$ cat src/rtl/ppct_pkg.sv
// Shared types and helpers for the column-truncated (PPCT) multiplier family.
package ppct_pkg;

  localparam int LEN_DEFAULT = 8;

  typedef enum logic [1:0] {
    IDLE = 2'd0,
    BUSY = 2'd1,
    DONE = 2'd2
  } state_t;

  // Number of low bits of x dropped in a given row: theta - row, saturated to [0, len].
  function automatic int theta_clamp(input int theta, input int row, input int len);
    int d;
    d = theta - row;
    if (d < 0) d = 0;
    if (d > len) d = len;
    return d;
  endfunction

endpackage

$ cat src/rtl/approx_pp_row.sv
// One truncated partial-product row: x with its k low bits cleared, gated by y_bit.
module approx_pp_row #(
  parameter int LEN = 8,
  parameter int K_W = $clog2(LEN + 1)
) (
  input  logic [LEN-1:0] x,
  input  logic           y_bit,
  input  logic [K_W-1:0] k,
  output logic [LEN-1:0] pp
);

  logic [LEN-1:0] trunc;

  assign trunc = (x >> k) << k;
  assign pp    = trunc & {LEN{y_bit}};

endmodule

$ cat src/rtl/approx_col_mult_seq.sv
// Sequential PPCT multiplier: one truncated row accumulated per cycle, LSB row first,
// with valid/ready handshakes on both operand and result sides.
module approx_col_mult_seq
  import ppct_pkg::*;
#(
  parameter int LEN     = LEN_DEFAULT,
  parameter int THETA_W = $clog2(2 * LEN)
) (
  input  logic                 clk,
  input  logic                 rst,
  input  logic                 in_valid,
  output logic                 in_ready,
  input  logic [LEN-1:0]       x,
  input  logic [LEN-1:0]       y,
  input  logic [THETA_W-1:0]   theta,
  output logic                 out_valid,
  input  logic                 out_ready,
  output logic [2*LEN-1:0]     z,
  output logic                 busy
);

  localparam int K_W   = $clog2(LEN + 1);
  localparam int CNT_W = (LEN > 1) ? $clog2(LEN) : 1;

  state_t state, state_nxt;

  logic [CNT_W-1:0]   cnt;
  logic [LEN-1:0]     x_q;
  logic [LEN-1:0]     y_q;
  logic [THETA_W-1:0] theta_q;
  logic [2*LEN-1:0]   acc;

  logic [K_W-1:0]     k;
  logic [LEN-1:0]     pp;
  logic [2*LEN-1:0]   pp_shift;
  logic               last_row;
  logic               accept;

  assign accept   = (state == IDLE) && in_valid;
  assign last_row = (cnt == CNT_W'(LEN - 1));
  assign k        = K_W'(theta_clamp(int'(theta_q), int'(cnt), LEN));
  assign pp_shift = {{LEN{1'b0}}, pp} << cnt;

  approx_pp_row #(
    .LEN (LEN),
    .K_W (K_W)
  ) u_row (
    .x     (x_q),
    .y_bit (y_q[cnt]),
    .k     (k),
    .pp    (pp)
  );

  always_ff @(posedge clk or posedge rst) begin
    if (rst) begin
      state <= IDLE;
    end else begin
      state <= state_nxt;
    end
  end

  always_comb begin
    state_nxt = state;
    case (state)
      IDLE:    if (in_valid) state_nxt = BUSY;
      BUSY:    if (last_row) state_nxt = DONE;
      DONE:    if (out_ready) state_nxt = IDLE;
      default: state_nxt = IDLE;
    endcase
  end

  // Gated by rst so the block never advertises readiness while held in reset.
  always_comb begin
    in_ready  = (state == IDLE) && !rst;
    out_valid = (state == DONE);
    busy      = (state == BUSY) || (state == DONE);
  end

  always_ff @(posedge clk or posedge rst) begin
    if (rst) begin
      cnt     <= '0;
      x_q     <= '0;
      y_q     <= '0;
      theta_q <= '0;
      acc     <= '0;
    end else begin
      if (accept) begin
        x_q     <= x;
        y_q     <= y;
        theta_q <= theta;
        acc     <= '0;
        cnt     <= '0;
      end else if (state == BUSY) begin
        acc <= acc + pp_shift;
        cnt <= last_row ? '0 : cnt + CNT_W'(1);
      end
    end
  end

  assign z = acc;

endmodule

$ cat config.mk
export PLATFORM = sky130hd
export DESIGN_NAME = approx_col_mult_seq
export DESIGN_NICKNAME = d
export VERILOG_FILES = /design/src/rtl/ppct_pkg.sv /design/src/rtl/approx_pp_row.sv /design/src/rtl/approx_col_mult_seq.sv
export SDC_FILE = /design/constraint.sdc
export NUM_CORES = 1
export LEC_CHECK = 0
export CORE_AREA = 2 2 84 86
export CTS_BUF_LIST = sky130_fd_sc_hd__clkbuf_4 sky130_fd_sc_hd__clkbuf_8
export DETAILED_ROUTE_END_ITERATION = 8
export DIE_AREA = 0 0 86 88
export PLACE_DENSITY = 0.84
export SLEW_MARGIN = 20
export SYNTH_ARGS = -nofsm -noshare
export SYNTH_HDL_FRONTEND = slang
export SYNTH_SLANG_ARGS = --single-unit
$ cat constraint.sdc
create_clock -name clk -period 9.13 [get_ports clk]
set_clock_uncertainty 0.1 [all_clocks]
set_input_delay 1.3695 -clock clk [delete_from_list [all_inputs] [get_ports clk]]
set_output_delay 1.3695 -clock clk [all_outputs]
set_load 0.02 [all_outputs]
==> metrics.txt <==
number of synthesized flops with an enable pin=0; total grt overflow=0; Cell Rows=30; Placer Congestion=0.963; Clock Path Buffers=2; core area=0.00664 sq mm; Worst EP arrival=7.15 ns; ys async rst share=100%; RSZ-0062 raised after global routing=false; antenna violations before repair=0; utilization after layout=68.1%; worst-path fanout max=22; worst reg2reg setup slack=2.08 ns; Reg2Reg Depth=20; Critical Path End Type=flop; TritonCTS clock tree=built; ant diodes=0; WL/cell=17.3 microns; syn avg cell area=7.96 sq um; Reg-to-Reg Start=cnt[1]; antenna-violating nets left=0; worst hold path type=flop to flop; post-DP HPWL=7850 microns; IO Pins=43; largest family of logic cells by synthesized area=compound AO/OA/AOI/OAI gates; Cells after Synth=504; DRC Markers=0; Die Y=88 microns; Hold WS=0.386 ns; reg-to-reg critical path endpoint=z[14]; WS Path Type=flop to flop; clock transition at the registers of the reported paths=0.09 ns; Die X=86 microns; clk sink count=41; Yosys Warn Count=0; Synth Area in Simple Gates=23.7%; via count=3990; Netlist Area Pre-Place=0.00401 sq mm; Worst-Skew Late Latency=0.31 ns; P&R area growth vs syn=12.7%; Synth Area in Compound Gates=24.7%; Worst Hold Depth=2; Max-Cap Viols=0; CTS Buf Count=5; Distinct cells, synth=77; share of cells above drive strength 1=7.36%; PortBufs=42; Fmax=0.142 GHz; Max Slew Vio Count=0; Hold EP=y_q[1]; largest net degree at the start of global routing=42; max_slew headroom=29.3%; final setup TNS=0 ns; Register Area=0.00103 sq mm; htree depth=2; worst slew pin tran=1.06 ns; hold_buf cts=0; Synth Area in XOR/XNOR=3.06%; Final Setup Violations=0; prevailing post-synth register cell=dfrtp_1; global-route wire length before repair=17900 microns; Starting Density=60.4%; CP startpoint kind=flop; Mapped Nets=555; Die ar.=0.00757 sq mm; final hold viol count=0; CP required=9.23 ns; nets=580; Total GRT Usage=29.3%; Seq/Total Area, Yosys=25.6%; vias in the first global route=3770; area of the multi-input gates=0.00277 sq mm; DR pass1 iterations=5; post-synthesis mux area share=8.73%; hold_sp=y_q[1]; status=finished clean; Final Critical Period=7.05 ns; post-CTS sizing=0; routed wire length=10600 microns; Synth Area in Adders=8.80%; synthesized flop and latch total=41; Via density=6.54; Initial DRC Count=446; # Post-CTS Setup Buffers=0; Clock Tree Root=clkbuf_8; fillers=545; Tcrit/Tclk final=77.2%
[kinds of logic after synthesis]
group | after synthesis
simple gates | 209
compound gates | 134
buf+inv | 49
xor+xnor | 14
mux | 30
fa+ha+maj | 27
flops | 41
[worst max path at each step]
stage	from	to	slack [ns]
2_1_floorplan	cnt[1]	z[14]	3.44
3_3_place_gp	cnt[1]	z[14]	2.42
3_5_place_dp	cnt[1]	z[14]	2.05
4_1_cts	cnt[1]	z[14]	2.03
5_1_grt	cnt[1]	z[14]	1.56
6_report	cnt[1]	z[14]	2.08
[cell type report]
cell class,count,area share (%)
Multi-Input combinational cell,414,61.3
Sequential cell,41,22.7
Timing Repair Buffer,45,9.80
Tap cell,80,2.21
Inverter,22,1.83
Clock buffer,5,1.52
Clock inverter,3,0.636
[per-layer routing]
layer / vias to the layer above / global-route usage [%] / routed length, microns
met1: 1874 / 40.0 / 4490
met5: - / 0 / 0
met4: 0 / 10.5 / 240
li1: 1871 / - / -
met3: 23 / 3.58 / 843
met2: 222 / 48.0 / 5000
[cell usage after synthesis, types with 5 or more instances]
library cell  instances  share of area [%]
a211oi_1              7                1.3
a21o_1               10                1.9
a21oi_1              27                3.4
a311oi_1              5                1.1
and2_1                8                1.2
buf_2                 5               0.62
clkbuf_1             15                1.4
dfrtp_1              41                 26
ha_1                 25                7.8
inv_1                19                1.8
mux2i_1              22                5.5
nand2_1              93                8.7
nand3_1               9                1.1
nor2_1               51                4.8
nor2b_1               5               0.78
nor3_1               18                2.2
o211ai_1              5               0.94
o21ai_0              20                2.5
o31ai_1               5               0.94
xnor2_1               9                2.0
xor2_1                5                1.1
[layout by cell type, fill, tap and decap left out, types with 3 or more instances in the layout]
cell type	count
a21o_1	10
o311ai_1	3
nand2b_1	4
nand3_1	9
clkbuf_8	5
nor2_1	51
a32oi_1	3
mux2i_1	21
nand2_1	93
clkinv_1	3
a21oi_1	27
ha_1	25
o31ai_1	5
xnor2_1	9
xor2_1	5
nor2b_1	5
dfrtp_1	41
and3_1	4
and2_1	8
nor3_1	18
nor3_2	3
buf_4	3
o211ai_1	5
o21ai_0	20
inv_1	19
o32ai_1	3
clkdlybuf4s50_1	42
a221oi_1	4
mux4_2	3
a311oi_1	5
a22oi_1	3
a211oi_1	7
o311a_1	3
[metrics by stage]
step | cell area [sq um] | setup WS [ns] | std cells
6_report | 4520 | 2.08 | 610
5_1_grt | 4520 | 1.56 | 610
4_1_cts | 4520 | 2.03 | 610
3_5_place_dp | 4420 | 2.05 | 602
3_3_place_gp | 4420 | 2.42 | 602
2_1_floorplan | 4010 | 3.44 | 504
[worst max-delay path, stage by stage, from the launching register on]
cell	delay, ns
dfrtp_1	0.81
clkinv_1	0.46
fa_1	0.66
a211o_1	0.37
and3_1	0.23
mux2i_2	0.59
nand2_1	0.15
o221ai_1	0.30
nor3_1	0.13
a2111oi_0	0.62
o311a_1	0.25
ha_1	0.26
a21o_1	0.17
a21oi_1	0.23
o21ai_0	0.19
a31o_2	0.30
a31o_2	0.27
a2111oi_0	0.47
nor4b_1	0.14
mux2i_1	0.18
nand2_1	0.07
[state kept, by name, indices dropped and copies added (netlist names)]
name / flops
state: 2
y_q: 8
cnt: 3
x_q: 8
z: 16
theta_q: 4
Power is left out: the tool's default activity adds up to more than one toggle a clock period on the data nets, which glitch-free logic cannot reach.
